`config.mk`:
```
export PLATFORM = sky130hd
export DESIGN_NAME = mem_arbiter
export DESIGN_NICKNAME = d
export VERILOG_FILES = /design/src/rtl/mem_arbiter.sv
export SDC_FILE = /design/constraint.sdc
export NUM_CORES = 1
export LEC_CHECK = 0
export ABC_AREA = 1
export BUFFER_PORTS_ARGS = -buffer_cell sky130_fd_sc_hd__buf_2
export CELL_PAD_IN_SITES_DETAIL_PLACEMENT = 1
export CELL_PAD_IN_SITES_GLOBAL_PLACEMENT = 1
export CORE_MARGIN = 4
export CORE_UTILIZATION = 18
export DETAILED_ROUTE_END_ITERATION = 7
export PLACE_DENSITY = 0.88
export SLEW_MARGIN = 20
export SYNTH_ARGS = -nofsm -noshare
export SYNTH_HDL_FRONTEND = slang
export SYNTH_SLANG_ARGS = --single-unit
```
`constraint.sdc`:
```
create_clock -name clk -period 1.7 [get_ports clk]
set_input_delay 0.255 -clock clk [delete_from_list [all_inputs] [get_ports clk]]
set_output_delay 0.255 -clock clk [all_outputs]
set_load 0.005 [all_outputs]
```
`src/rtl/mem_arbiter.sv`:
```
// Two-requester arbiter sharing one pmem port between CPU fetch (inst) and MEM stage (data).
// Optional macro ARB_RR_EN: round-robin priority replaces fixed data priority + starvation guard.
module mem_arbiter #(
  parameter int ADDR_WIDTH   = 16,
  parameter int DATA_WIDTH   = 16,
  parameter int STARVE_LIMIT = 4
) (
  input  logic                  clk,
  input  logic                  rst_n,
  input  logic                  inst_read,
  input  logic                  inst_write,
  input  logic [ADDR_WIDTH-1:0] inst_addr,
  input  logic [DATA_WIDTH-1:0] inst_wdata,
  input  logic [1:0]            inst_byte_enable,
  output logic                  inst_resp,
  output logic [DATA_WIDTH-1:0] inst_rdata,
  input  logic                  data_read,
  input  logic                  data_write,
  input  logic [ADDR_WIDTH-1:0] data_addr,
  input  logic [DATA_WIDTH-1:0] data_wdata,
  input  logic [1:0]            data_byte_enable,
  output logic                  data_resp,
  output logic [DATA_WIDTH-1:0] data_rdata,
  output logic                  pmem_read,
  output logic                  pmem_write,
  output logic [ADDR_WIDTH-1:0] pmem_address,
  output logic [DATA_WIDTH-1:0] pmem_wdata,
  output logic [1:0]            pmem_byte_enable,
  input  logic                  pmem_resp,
  input  logic [DATA_WIDTH-1:0] pmem_rdata,
  output logic [1:0]            dbg_state_o
);

  // Handshake: a requester is pending while read|write is high and holds its request
  // stable until its one-cycle resp; the grant lasts from IDLE exit until pmem_resp.
  typedef enum logic [1:0] {
    IDLE    = 2'd0,
    GRANT_I = 2'd1,
    GRANT_D = 2'd2
  } state_e;

  state_e state_q, state_d;
  logic   inst_pend, data_pend, pick_inst;

  assign inst_pend   = inst_read | inst_write;
  assign data_pend   = data_read | data_write;
  assign dbg_state_o = state_q;

  // Read data is a pass-through; held at 0 while reset is asserted.
  assign inst_rdata = rst_n ? pmem_rdata : '0;
  assign data_rdata = rst_n ? pmem_rdata : '0;

`ifdef ARB_RR_EN
  // rr pointer: 1 = data was granted last, 0 = inst was granted last.
  logic rr_q, rr_d;

  assign pick_inst = rr_q;

  always_comb begin
    rr_d = rr_q;
    if (state_q == IDLE && state_d == GRANT_I) rr_d = 1'b0;
    if (state_q == IDLE && state_d == GRANT_D) rr_d = 1'b1;
  end

  always_ff @(posedge clk or negedge rst_n) begin
    if (!rst_n) rr_q <= 1'b1;
    else        rr_q <= rr_d;
  end
`else
  localparam logic [3:0] LIMIT = 4'(STARVE_LIMIT);
  logic [3:0] starve_q, starve_d;

  assign pick_inst = (starve_q == LIMIT);

  // Counts data grants taken while inst waits; saturates so inst wins next.
  always_comb begin
    starve_d = starve_q;
    if (!inst_pend || (state_q == IDLE && state_d == GRANT_I)) begin
      starve_d = 4'd0;
    end else if (state_q == IDLE && state_d == GRANT_D) begin
      starve_d = (starve_q >= LIMIT) ? LIMIT : starve_q + 4'd1;
    end
  end

  always_ff @(posedge clk or negedge rst_n) begin
    if (!rst_n) starve_q <= 4'd0;
    else        starve_q <= starve_d;
  end
`endif

  always_ff @(posedge clk or negedge rst_n) begin
    if (!rst_n) state_q <= IDLE;
    else        state_q <= state_d;
  end

  always_comb begin
    state_d          = state_q;
    inst_resp        = 1'b0;
    data_resp        = 1'b0;
    pmem_read        = 1'b0;
    pmem_write       = 1'b0;
    pmem_address     = '0;
    pmem_wdata       = '0;
    pmem_byte_enable = 2'b00;
    case (state_q)
      IDLE: begin
        if (inst_pend && data_pend) state_d = pick_inst ? GRANT_I : GRANT_D;
        else if (inst_pend)         state_d = GRANT_I;
        else if (data_pend)         state_d = GRANT_D;
      end
      GRANT_I: begin
        pmem_read        = inst_read & ~inst_write;
        pmem_write       = inst_write;
        pmem_address     = inst_addr;
        pmem_wdata       = inst_wdata;
        pmem_byte_enable = inst_byte_enable;
        // A withdrawn request ends the grant without a resp.
        if (!inst_pend) begin
          state_d = IDLE;
        end else if (pmem_resp) begin
          inst_resp = 1'b1;
          state_d   = IDLE;
        end
      end
      GRANT_D: begin
        pmem_read        = data_read & ~data_write;
        pmem_write       = data_write;
        pmem_address     = data_addr;
        pmem_wdata       = data_wdata;
        pmem_byte_enable = data_byte_enable;
        if (!data_pend) begin
          state_d = IDLE;
        end else if (pmem_resp) begin
          data_resp = 1'b1;
          state_d   = IDLE;
        end
      end
      default: state_d = IDLE;
    endcase
  end

endmodule

```
# After elaboration in Yosys (flattened, before gate mapping)
# Cells that the tools add are included.
word_totals:
  ff_bits: 6
  out_inout_bits: 72
  wordCells: 44
classes:
  addsub: 1
  order_cmp: 1
  eq_ne: 5
  muxes: 22
  bitwise: 6
  reduce_logical: 7
ops:
  columns: ["operator", "n"]
  rows:
  - ["$pmux W16 S2", 2]
  - ["$mux W16", 1]
  - ["$mux W2", 7]
  - ["$mux W4", 3]
  - ["$pmux W2 S3", 1]
  - ["$mux W1", 5]
  - ["$add A4 B1 Y4 const B", 1]
  - ["$eq A2 B1 Y1 const B", 2]
  - ["$eq A2 B2 Y1 const B", 2]
  - ["$eq A4 B3 Y1 const B", 1]
  - ["$ge A4 B3 Y1 const B", 1]
  - ["$pmux W1 S2", 2]
  - ["$pmux W2 S2", 1]
  - ["$logic_and A1 B1 Y1", 3]
  - ["$and A1 B1 Y1", 2]
  - ["$logic_not A2 Y1", 1]
  - ["$not A1 Y1", 2]
  - ["$or A1 B1 Y1", 2]
  - ["$reduce_bool A2 Y1", 1]
  - ["$logic_not A1 Y1", 1]
  - ["$logic_or A1 B1 Y1", 1]

# Logic depth before layout (Yosys ltp)
logic_depth:
  depth_word: 9
  mapped_depth: 11
  mapped_depth_nobuf: 11

# Least setup slack after synthesis
# Ideal clock, no wire load.
synth_timing:
  kind: "register to output"
  start: "reg state_q[0] (netlist: dbg_state_o[0])"
  end: "out pmem_address[0]"
  arrival_ps: 1329
  t_required_ps: 1445
  setup_slack_ps: 116
  stages_incl_launch_ff: 7
  path_cell_list: "dfrtp_1 -> inv_1 -> ha_1 -> buf_2 -> buf_1 -> nand2_1 -> a21oi_1"
synth_between:
  elab_chain_cells: 2
  word_cells_on_any_way: 3
synth_rtl:
  columns: ["element", "line_no", "source"]
  rows:
  - ["from (decl)", "42", "state_e state_q, state_d;"]
  - ["from (signal assigned)", "93", "else state_q <= state_d;"]
  - ["$eq A2 B2 Y1 / $eq A2 B1 Y1 (equally long branches)", "105", "case (state_q)"]
  - ["$pmux W16 S2 (*)", "105", null]
  - ["to (decl)", "26", "output logic [ADDR_WIDTH-1:0] pmem_address,"]
# Mark *: on every way between the ends. The rest lies on a longest branch, timed or not.

# Worst setup path after layout
layout_timing:
  start: "reg state_q[0] (netlist: dbg_state_o[0])"
  end: "out pmem_wdata[9]"
layout_between:
  elab_chain_cells: 2
  word_cells_on_any_way: 3
layout_rtl:
  columns: ["element", "line_no", "source"]
  rows:
  - ["$eq A2 B2 Y1 / $eq A2 B1 Y1 (equally long branches)", "105", null]
  - ["$pmux W16 S2 (*)", "105", null]
  - ["to (decl)", "27", "output logic [DATA_WIDTH-1:0] pmem_wdata,"]
# Marks and branches as above.

==> summary.txt <==
Run status
  – Status: complete, but fails checks
  – Failing checks: setup timing

Critical path
  – Crit Path Class: reg -> out
  – CP peak stage delay: approximately 400 ps
  – CP Data Required Time: approximately 1400 ps
  – CP max FO: 14
  – WP data arrival: ~1500 ps
  – Critical path capture point type: output port
  – Crit start category: register
  – Critical path's slowest cell: dfrtp_1
  – CP Cell Sequence: inv_2 > ha_4 > buf_12 > nand2_1 > a21oi_1 > buf_2

Clock tree
  – CTS sink count: 6
  – Clock buffer depth: 2
  – Root Buffer: clkbuf_8
  – Clock latency on the worst-skew pair: about 220 ps
  – CTS tree: done
  – Clock Pin Slew Worst Setup and Hold Paths: around 40 ps
  – CTS buffer count: 3
  – H-tree depth: 1

Floorplanning
  – Die footprint: between 8000 and 9000 um^2
  – Die span in x: 93.4 um
  – Die Ht: 93.4 um
  – Core region area: a little under 7000 um^2
  – Initial Util: 18.9%
  – # IOs: 163
  – Row count: 30

Timing
  – Worst-margin pin slew: ~320 ps
  – Slew Limit Fails: 0
  – Post-route clock skew: 5.19 ps
  – Fin. Hold Viols: 0
  – Crit share post-route: 104%
  – Setup-failing EPs final: 13
  – Peak Freq: approximately 570 MHz
  – Unrepaired setup endpoints after global routing: yes
  – Worst setup margin: -63.9 ps
  – Max_slew headroom: between 70% and 80%
  – Crit path time final: about 1800 ps

Worst hold path
  – Min-delay worst type: in -> reg

Final layout
  – # fillers: roughly 950
  – Nets@finish: 500
  – Register area: between 150 and 200 um^2
  – Share of layout cells above drive strength 1: about 57%
  – Antenna Cells: 0
  – Design Area, Final: about 2500 um^2
  – Area of the multi-input gates: 1010 um^2
  – Layout area overhead: 89.0%

Yosys
  – Synth top area share: 28.3%
  – Dominant cell type by area after synthesis: nand2_1
  – Mapped cell area: roughly 1300 um^2
  – Cells after synthesis: 249
  – Yosys reg bits: 6
  – Warnings from Yosys: 0
  – EDFF count, synth: 0
  – Post-Synthesis Net Count: between 300 and 400
  – Top_reg_cell synth: dfrtp_1
  – Syn avg cell area: between 5 and 6 um^2
  – Commonest cells post-synth: nand2_1 (99), a21oi_1 (41), inv_1 (29)
  – Area contributors post-synth: nand2_1 (28%), a21oi_1 (16%), dfrtp_1 (11%)
  – Count leader, synth: nand2_1
  – Synth async-reset ratio: 100%
  – Synth unique cells: 21
  – Seq/Total Area, Yosys: a little under an eighth

Global route
  – Vias in the first global route: approximately 2300
  – First-pass GRT wire length: between 9000 and 10000 um
  – GRT Total Usage: 13.3%
  – Largest net degree at the start of global routing: 28
  – Total grt overflow: 0
  – Initial antenna violation count: 0

Place
  – GPL Wtd Cong: ~0.82
  – Hpwl dp: 5360 um
  – Dpl cell area: between 2000 and 2500 um^2
  – Setup WS pre-CTS: -4.53 ps
  – # port buffers: about 160

Power
  – Peak VDD IR: roughly 0.62 mV
  – Lkg Pwr: roughly 0.0015 uW
  – Pwr Density: around 1200 nW/um^2

Route
  – Drt via density: 4.33
  – # DRC: 0
  – Post-DRT Antenna Nets: 0
  – Drt initial violations: 26
  – DR WL/cell: about 14 um
  – DRT Wirelength: around 7000 um
  – DR vias: ~2200
  – Router iterations before antenna repair: 4

Job
  – Max Cap Viol: 0
final cells by class:
cell class	instances	area share, %
repair buffers	178	41.8
multi-input cells	182	40.7
flip-flops and latches	6	6.05
inverters	32	4.94
well taps	96	4.84
clock buffers	3	1.66
flip-flops by register name, summed over array words and instances (netlist names):
register and cells:
dbg_state_o 2, starve_q 4
through the flow:
stage                     std cells  setup TNS, ps  power [uW]  hold WS [ps]  utilization [%]
after global routing            497          -2760        3190           418             35.7
after global placement          486              0        1980           191             31.0
final                           497           -234        2920           381             35.7
after CTS                       493          -1.76        2480           373             33.1
after detailed placement        486          -5.35        2040           199             31.0
after floorplan                 249              0        1230         -40.6                -
worst max-delay path, delay by kind of cell (launching register included):
family	cells	cell delay (ps)
flops	1	400
buf+inv	3	420
fa+ha+maj	1	220
compound gates	1	170
simple gates	1	70
what timing repair did:
item / 4_1_cts / 5_1_grt
hold buffers: 1 / 0
setup buffers: 3 / 0
pin swaps: 0 / 3
resized for setup: 16 / 29
endpoints found under the hold margin: 6 / 0
gates cloned: 0 / 4
endpoints found under the setup margin: 38 / 38
layer usage:
metal | routed length, um | part of all wire [%] | global-route usage (%)
met1 | 2580 | 37 | 13.2
met2 | 3630 | 51 | 27.1
met3 | 843 | 12 | 4.75
met4 | 0 | 0 | 1.22
met5 | 0 | 0 | 0
cell families after synthesis:
kind of cell | count (synthesis) | synth area share, %
adders and majority gates | 6 | 5.71
buffers and inverters | 61 | 22.4
AOI/OAI and AO/OA | 46 | 18.8
DFF | 6 | 11.4
and+or+nand+nor | 130 | 41.7
power by group:
part           switching (uW)  internal (uW)
registers                28.3            184
clock network            64.0            152
logic                    1360           1130
path summary, 6_finish.rpt:
check                                from              to  slack, ps  cells past startpoint
min                             pmem_resp  dbg_state_o[0]        380                      4
max in group asynchronous           rst_n     starve_q[2]        770                      2
min reg2reg                   starve_q[3]     starve_q[3]        560                      2
min in group asynchronous           rst_n     starve_q[3]        680                      2
max                        dbg_state_o[0]   pmem_wdata[9]        -60                      6
max reg2reg                dbg_state_o[0]     starve_q[1]        140                      8
placed cells by master, fill, tap and decap left out, drive strengths merged:
cell | Yosys | final
nor2 | 13 | 13
a21oi | 42 | 42
buf | 24 | 174
o21ai | 2 | 2
dfrtp | 6 | 6
nand2 | 106 | 106
or2 | 1 | 1
inv | 31 | 32
ha | 6 | 6
o21bai | 2 | 2
nand3 | 10 | 10
clkbuf | 5 | 6
dlygate4sd3 | 0 | 1
Power figures use the tool's default switching activity.
